### config.mk
export PLATFORM = sky130hd
export DESIGN_NAME = pie_encoder_flat
export DESIGN_NICKNAME = d
export VERILOG_FILES = /design/src/rtl/pie_if.sv /design/src/rtl/pie_encoder.sv /design/src/flat_wrapper.sv
export SDC_FILE = /design/constraint.sdc
export NUM_CORES = 1
export LEC_CHECK = 0
export ABC_AREA = 1
export BUFFER_PORTS_ARGS = -buffer_cell sky130_fd_sc_hd__buf_2
export CAP_MARGIN = 10
export CORE_UTILIZATION = 50
export CTS_CLUSTER_SIZE = 12
export DETAILED_ROUTE_END_ITERATION = 10
export PLACE_DENSITY = 0.73
export RECOVER_POWER = 50
export SYNTH_ARGS = -nofsm -noshare
export SYNTH_HDL_FRONTEND = slang
export SYNTH_SLANG_ARGS = --single-unit
### constraint.sdc
create_clock -name clk -period 1.55 [get_ports clk]
set_input_delay 0.0775 -clock clk [delete_from_list [all_inputs] [get_ports clk]]
set_output_delay 0.0775 -clock clk [all_outputs]
set_load 0.02 [all_outputs]
### src/rtl/pie_if.sv
// pie_if: command-bit handshake and PIE envelope output of the forward-link modulator
interface pie_if;
    logic sample_en;
    logic start;
    logic preamble;
    logic in_dat;
    logic in_vld;
    logic in_last;
    logic in_rdy;
    logic out_dat;
    logic out_vld;
    logic busy;
    logic done;
    logic underflow;
    modport master (
        output sample_en, start, preamble, in_dat, in_vld, in_last,
        input  in_rdy, out_dat, out_vld, busy, done, underflow
    );
    modport slave (
        input  sample_en, start, preamble, in_dat, in_vld, in_last,
        output in_rdy, out_dat, out_vld, busy, done, underflow
    );
endinterface

### src/rtl/pie_encoder.sv
// pie_encoder: Gen2 PIE forward-link envelope generator with preamble / frame-sync
module pie_encoder #(
    parameter int TARI  = 25,
    parameter int DATA1 = 45,
    parameter int PW    = 12,
    parameter int DELIM = 50,
    parameter int TRCAL = 150
) (
    input logic  clk,
    input logic  rst,
    pie_if.slave bus
);
    localparam int RTCAL = TARI + DATA1;
    localparam int DT    = DELIM > TRCAL ? DELIM : TRCAL;
    localparam int MAXL  = DT > RTCAL ? DT : RTCAL;
    localparam int CNT_W = $clog2(MAXL + 1);
    typedef enum logic [2:0] {S_IDLE, S_DELIM, S_DATA0, S_RTCAL, S_TRCAL, S_BITS} state_t;
    state_t           state_q, state_d;
    logic [CNT_W-1:0] cnt_q, cnt_d;
    logic             pre_q, pre_d, last_q, last_d;
    logic             fetch, fin, udf;
    logic             out_dat_q, out_vld_q, busy_q, done_q, udf_q;
    // state/cnt describe the sample currently on out_dat; cnt counts samples left after it
    assign fetch = bus.sample_en && cnt_q == '0 && (state_q == S_TRCAL ||
                   (state_q == S_RTCAL && !pre_q) || (state_q == S_BITS && !last_q));
    assign bus.in_rdy    = fetch;
    assign bus.out_dat   = out_dat_q;
    assign bus.out_vld   = out_vld_q;
    assign bus.busy      = busy_q;
    assign bus.done      = done_q;
    assign bus.underflow = udf_q;
    always_comb begin
        state_d = state_q;
        cnt_d   = cnt_q;
        pre_d   = pre_q;
        last_d  = last_q;
        fin     = 1'b0;
        udf     = 1'b0;
        if (bus.sample_en) begin
            if (state_q == S_IDLE) begin
                if (bus.start) begin
                    state_d = S_DELIM;
                    cnt_d   = CNT_W'(DELIM - 1);
                    pre_d   = bus.preamble;
                end
            end else if (cnt_q != '0) begin
                cnt_d = cnt_q - 1'b1;
            end else if (fetch) begin
                state_d = bus.in_vld ? S_BITS : S_IDLE;
                cnt_d   = !bus.in_vld ? '0 : bus.in_dat ? CNT_W'(DATA1 - 1) : CNT_W'(TARI - 1);
                last_d  = bus.in_last;
                udf     = !bus.in_vld;
            end else if (state_q == S_DELIM) begin
                state_d = S_DATA0;
                cnt_d   = CNT_W'(TARI - 1);
            end else if (state_q == S_DATA0) begin
                state_d = S_RTCAL;
                cnt_d   = CNT_W'(RTCAL - 1);
            end else if (state_q == S_RTCAL) begin
                state_d = S_TRCAL;
                cnt_d   = CNT_W'(TRCAL - 1);
            end else begin
                state_d = S_IDLE;
                fin     = 1'b1;
            end
        end
    end
    always_ff @(posedge clk) begin
        if (rst) begin
            state_q   <= S_IDLE;
            cnt_q     <= '0;
            pre_q     <= 1'b0;
            last_q    <= 1'b0;
            out_dat_q <= 1'b1;
            out_vld_q <= 1'b0;
            busy_q    <= 1'b0;
            done_q    <= 1'b0;
            udf_q     <= 1'b0;
        end else begin
            state_q   <= state_d;
            cnt_q     <= cnt_d;
            pre_q     <= pre_d;
            last_q    <= last_d;
            out_dat_q <= state_d == S_IDLE || (state_d != S_DELIM && cnt_d >= CNT_W'(PW));
            out_vld_q <= bus.sample_en;
            busy_q    <= state_d != S_IDLE;
            done_q    <= fin;
            udf_q     <= udf;
        end
    end
endmodule

### src/flat_wrapper.sv
// flat-port wrapper written by rule: the top's interface ports become plain ports
module pie_encoder_flat 
#(
    parameter int TARI  = 25,
    parameter int DATA1 = 45,
    parameter int PW    = 12,
    parameter int DELIM = 50,
    parameter int TRCAL = 150
)
  (clk, rst, bus_sample_en, bus_start, bus_preamble, bus_in_dat, bus_in_vld, bus_in_last, bus_in_rdy, bus_out_dat, bus_out_vld, bus_busy, bus_done, bus_underflow);
  pie_if bus_i ();
  input logic clk;
  input logic rst;
  input wire logic [$bits(bus_i.sample_en)-1:0] bus_sample_en;
  input wire logic [$bits(bus_i.start)-1:0] bus_start;
  input wire logic [$bits(bus_i.preamble)-1:0] bus_preamble;
  input wire logic [$bits(bus_i.in_dat)-1:0] bus_in_dat;
  input wire logic [$bits(bus_i.in_vld)-1:0] bus_in_vld;
  input wire logic [$bits(bus_i.in_last)-1:0] bus_in_last;
  output wire logic [$bits(bus_i.in_rdy)-1:0] bus_in_rdy;
  output wire logic [$bits(bus_i.out_dat)-1:0] bus_out_dat;
  output wire logic [$bits(bus_i.out_vld)-1:0] bus_out_vld;
  output wire logic [$bits(bus_i.busy)-1:0] bus_busy;
  output wire logic [$bits(bus_i.done)-1:0] bus_done;
  output wire logic [$bits(bus_i.underflow)-1:0] bus_underflow;
  assign bus_i.sample_en = bus_sample_en;
  assign bus_i.start = bus_start;
  assign bus_i.preamble = bus_preamble;
  assign bus_i.in_dat = bus_in_dat;
  assign bus_i.in_vld = bus_in_vld;
  assign bus_i.in_last = bus_in_last;
  assign bus_in_rdy = bus_i.in_rdy;
  assign bus_out_dat = bus_i.out_dat;
  assign bus_out_vld = bus_i.out_vld;
  assign bus_busy = bus_i.busy;
  assign bus_done = bus_i.done;
  assign bus_underflow = bus_i.underflow;
  pie_encoder #(.TARI(TARI), .DATA1(DATA1), .PW(PW), .DELIM(DELIM), .TRCAL(TRCAL)) u_core (.clk(clk), .rst(rst), .bus(bus_i));
endmodule
==> key figures <==
Clocking
  – Clock Pin Slew Worst Setup and Hold Paths: 0.11 ns
  – Number of CTS-inserted buffers: 3
  – Clock sink count: 18
  – CTS tree: yes
  – Clock buffer depth: 2
  – Clock root buffer: clkbuf_4
  – CTS H-tree lvls: 1
  – Worst-Skew Late Latency: 0.30 ns

Drt
  – Drt pass-1 iters: 4
  – DR WL/cell: 15.14 um
  – Final ANT Viol Nets: 0
  – DRT iter0 DRCs: 68
  – Via density: 5.729
  – Final wirelength: 4.027 mm
  – Via Count: 1,524
  – DRC: 0

Timing
  – Setup TNS: -0.2084 ns
  – Count of pins over their slew limit: 0
  – Setup WS post-layout: -0.07305 ns
  – RSZ-0062 raised after global routing: true
  – FMAX: 616.1 MHz
  – Slew at the pin closest to its max-slew limit: 0.2865 ns
  – Final min period: 1.623 ns
  – Clock Skew: 0.004095 ns
  – Ratio of final minimum period to clock period: 104.7%
  – Final hold violation count: 0
  – Slew HR: 80.90%
  – Finish-stage setup viols: 5

Setup path
  – Worst-case reg-to-reg path depth: 12
  – Slowest-stage cell, CP: dfxtp_2
  – Critical path arrival: 1.83 ns
  – Critical path required time: 1.76 ns
  – CP peak stage delay: 0.34 ns
  – Worst setup path category: flip-flop to flip-flop
  – CP top delay family: simple AND/OR/NAND/NOR gates
  – Flop2flop setup slack: -0.07 ns
  – CP Buf/Inv Count: 3
  – Crit start category: flip-flop
  – Crit path max fanout: 5
  – Critical path's most frequent cell: nand2_1
  – Crit-path cells: inv_2 -> ha_4 -> nand2_4 -> inv_6 -> nand2_8 -> a21oi_4 -> buf_4 -> a31oi_4 -> nand3_2 -> nand2_1 -> nand2_2 -> nand2_1
  – Crit. path cell count: 12
  – Crit. End Element: flip-flop

Outcome
  – Status: complete, but fails checks
  – Failing checks: negative setup slack

Floorplanning
  – I/O pins: 14
  – Chip Width: 50.22 um
  – Row Count: 17
  – Core area: 2191 um^2
  – Starting Density: 53.06%
  – Die area: 2522 um^2
  – Die Ht: 50.22 um

Final layout
  – Layout cell share with drive strength beyond 1: 42.44%
  – Final net count: 248
  – Area growth syn-to-layout: 51.56%
  – Ant diodes: 0
  – Final Cell Area: 1762 um^2
  – FILL cells: 143

Synthesis
  – Cells after Synth: 184
  – Top-area cell type share of the netlist area: 31.00%
  – Avg Inst Size Synth: 6.317 um^2
  – Synth warnings: 0
  – Count leader, synth: nand2_1
  – Commonest cells post-synth: nand2_1, inv_1, nor2_1, dfxtp_1
  – Synthesized Nets: 193
  – Post-synth top area cell: dfxtp_1
  – Seq/Total Area, Yosys: 31.00%
  – Top post-synthesis cells by area: dfxtp_1, nand2_1, inv_1
  – Ys async rst share: 0%
  – Synth cell types: 28
  – Post-synth EDFFs: 0
  – Main synth FF type: dfxtp_1
  – Seq cells post-synth: 18
  – Synthesized area: 1162 um^2

Power and ir drop
  – Psw: 457.2 uW
  – Peak VDD IR: 0.6031 mV
  – Switch share: 35.47%
  – Power share of the clock group: 23.0%
  – Combinational share of power: 38.5%
  – P per Cell Area: 731.7 nW/um^2
  – Reg power frac: 38.4%
  – Internal: 831.7 uW
  – Lkg Pwr: 0.0008969 uW

Flow run
  – Max-Cap Viols: 0

GRT
  – Initial antenna violation count: 0
  – Grt total ovfl: 0
  – Largest net degree at the start of global routing: 15
  – First-pass GRT wire length: 5.844 mm
  – Vias in the first global route: 1,363
  – Total GRT Usage: 30.68%

Placed design
  – RePlAce Congestion: 0.9430
  – IO buf count: 13
  – Placed Area: 1438 um^2
  – Post-detail-place hpwl: 2.354 mm

Worst hold path
  – Min-Delay Path Class: primary input to flip-flop
  – Hold path cells: 3
-- final timing paths --
path                               from                             to
max reg2reg  u_core.cnt_q[0]$_SDFF_PP0_  u_core.bus.out_dat$_SDFF_PP1_
max          u_core.cnt_q[0]$_SDFF_PP0_  u_core.bus.out_dat$_SDFF_PP1_
min reg2reg   u_core.pre_q$_SDFFE_PP0P_      u_core.pre_q$_SDFFE_PP0P_
min                         bus_in_last     u_core.last_q$_SDFFE_PP0P_
-- metrics by stage --
stage / util (%) / setup WS (ns) / std cells / power, uW / hold WS (ns)
floorplan: - / 0.004294 / 184 / 720.3 / 0.1543
global placement: 65.62 / -0.07369 / 247 / 824.9 / 0.3060
detailed placement: 65.62 / -0.09428 / 247 / 828.7 / 0.3211
CTS: 75.73 / -0.02725 / 260 / 1212 / 0.006590
global route: 80.41 / -0.1712 / 266 / 1339 / 0.003820
finish: 80.41 / -0.07305 / 266 / 1289 / 0.002665
-- placed cells by master, fill, tap and decap left out, drive strengths merged --
cell type / count
nand2: 62
buf: 45
inv: 26
nor2: 25
nand3: 18
dfxtp: 18
a21oi: 17
clkbuf: 9
o21ai: 5
nand4: 2
or2: 2
xor2: 1
a31oi: 1
o22ai: 1
o211ai: 1
a221oi: 1
nor3: 1
nor4: 1
ha: 1
dlygate4sd3: 1
-- registers in the layout, summed over array words and instances (netlist names) --
| name | count |
|---|---|
| u_core.bus.underflow | 1 |
| u_core.pre_q | 1 |
| u_core.bus.busy | 1 |
| u_core.bus.out_dat | 1 |
| u_core.last_q | 1 |
| u_core.state_q | 3 |
| u_core.bus.done | 1 |
| u_core.cnt_q | 8 |
| u_core.bus.out_vld | 1 |
-- kinds of logic after synthesis --
logic type,count (synthesis),share of synthesized area [%]
flip-flops,18,31.00
AO/OA/AOI/OAI,26,12.27
adder cells (fa/ha/maj),1,1.076
AND/OR/NAND/NOR,110,44.78
XOR/XNOR,1,0.7536
buffers and inverters,28,10.12
-- metal layers --
layer / part of all wire [%] / global-route usage [%]
met5: 0 / 0
met4: 6.2 / 17.62
met3: 8.0 / 4.848
met2: 47 / 50.89
met1: 39 / 37.13
-- tightest hold or removal path: stages --
cell    delay (ns)
buf_2         0.08
nor2_1        0.04
nor2_1        0.08
-- power groups by stage --
stage	Combinational, uW	Clock (uW)	Sequential (uW)
after global routing	526	315	497
after CTS	420	300	492
after floorplan	211	0	509
final	497	297	495
after detailed placement	325	0	504
after global placement	322	0	503
-- area by class of cell --
cell class / count / area, um^2 / share of cell area, %
Clock buffer: 4 / 36.28 / 2.060
Timing Repair Buffer: 51 / 380.4 / 21.59
Sequential cell: 18 / 372.9 / 21.16
Inverter: 26 / 110.1 / 6.250
Tap cell: 28 / 35.03 / 1.989
Multi-Input combinational cell: 139 / 827.0 / 46.95
-- timing repair --
item	in CTS	in global routing
gates cloned	1	0
pin swaps	17	10
hold endpoints to repair	1	0
hold buffers	1	0
resized for setup	31	19
setup buffers	7	6
endpoints found under the setup margin	6	8
(Power assumes the default switching activity.)
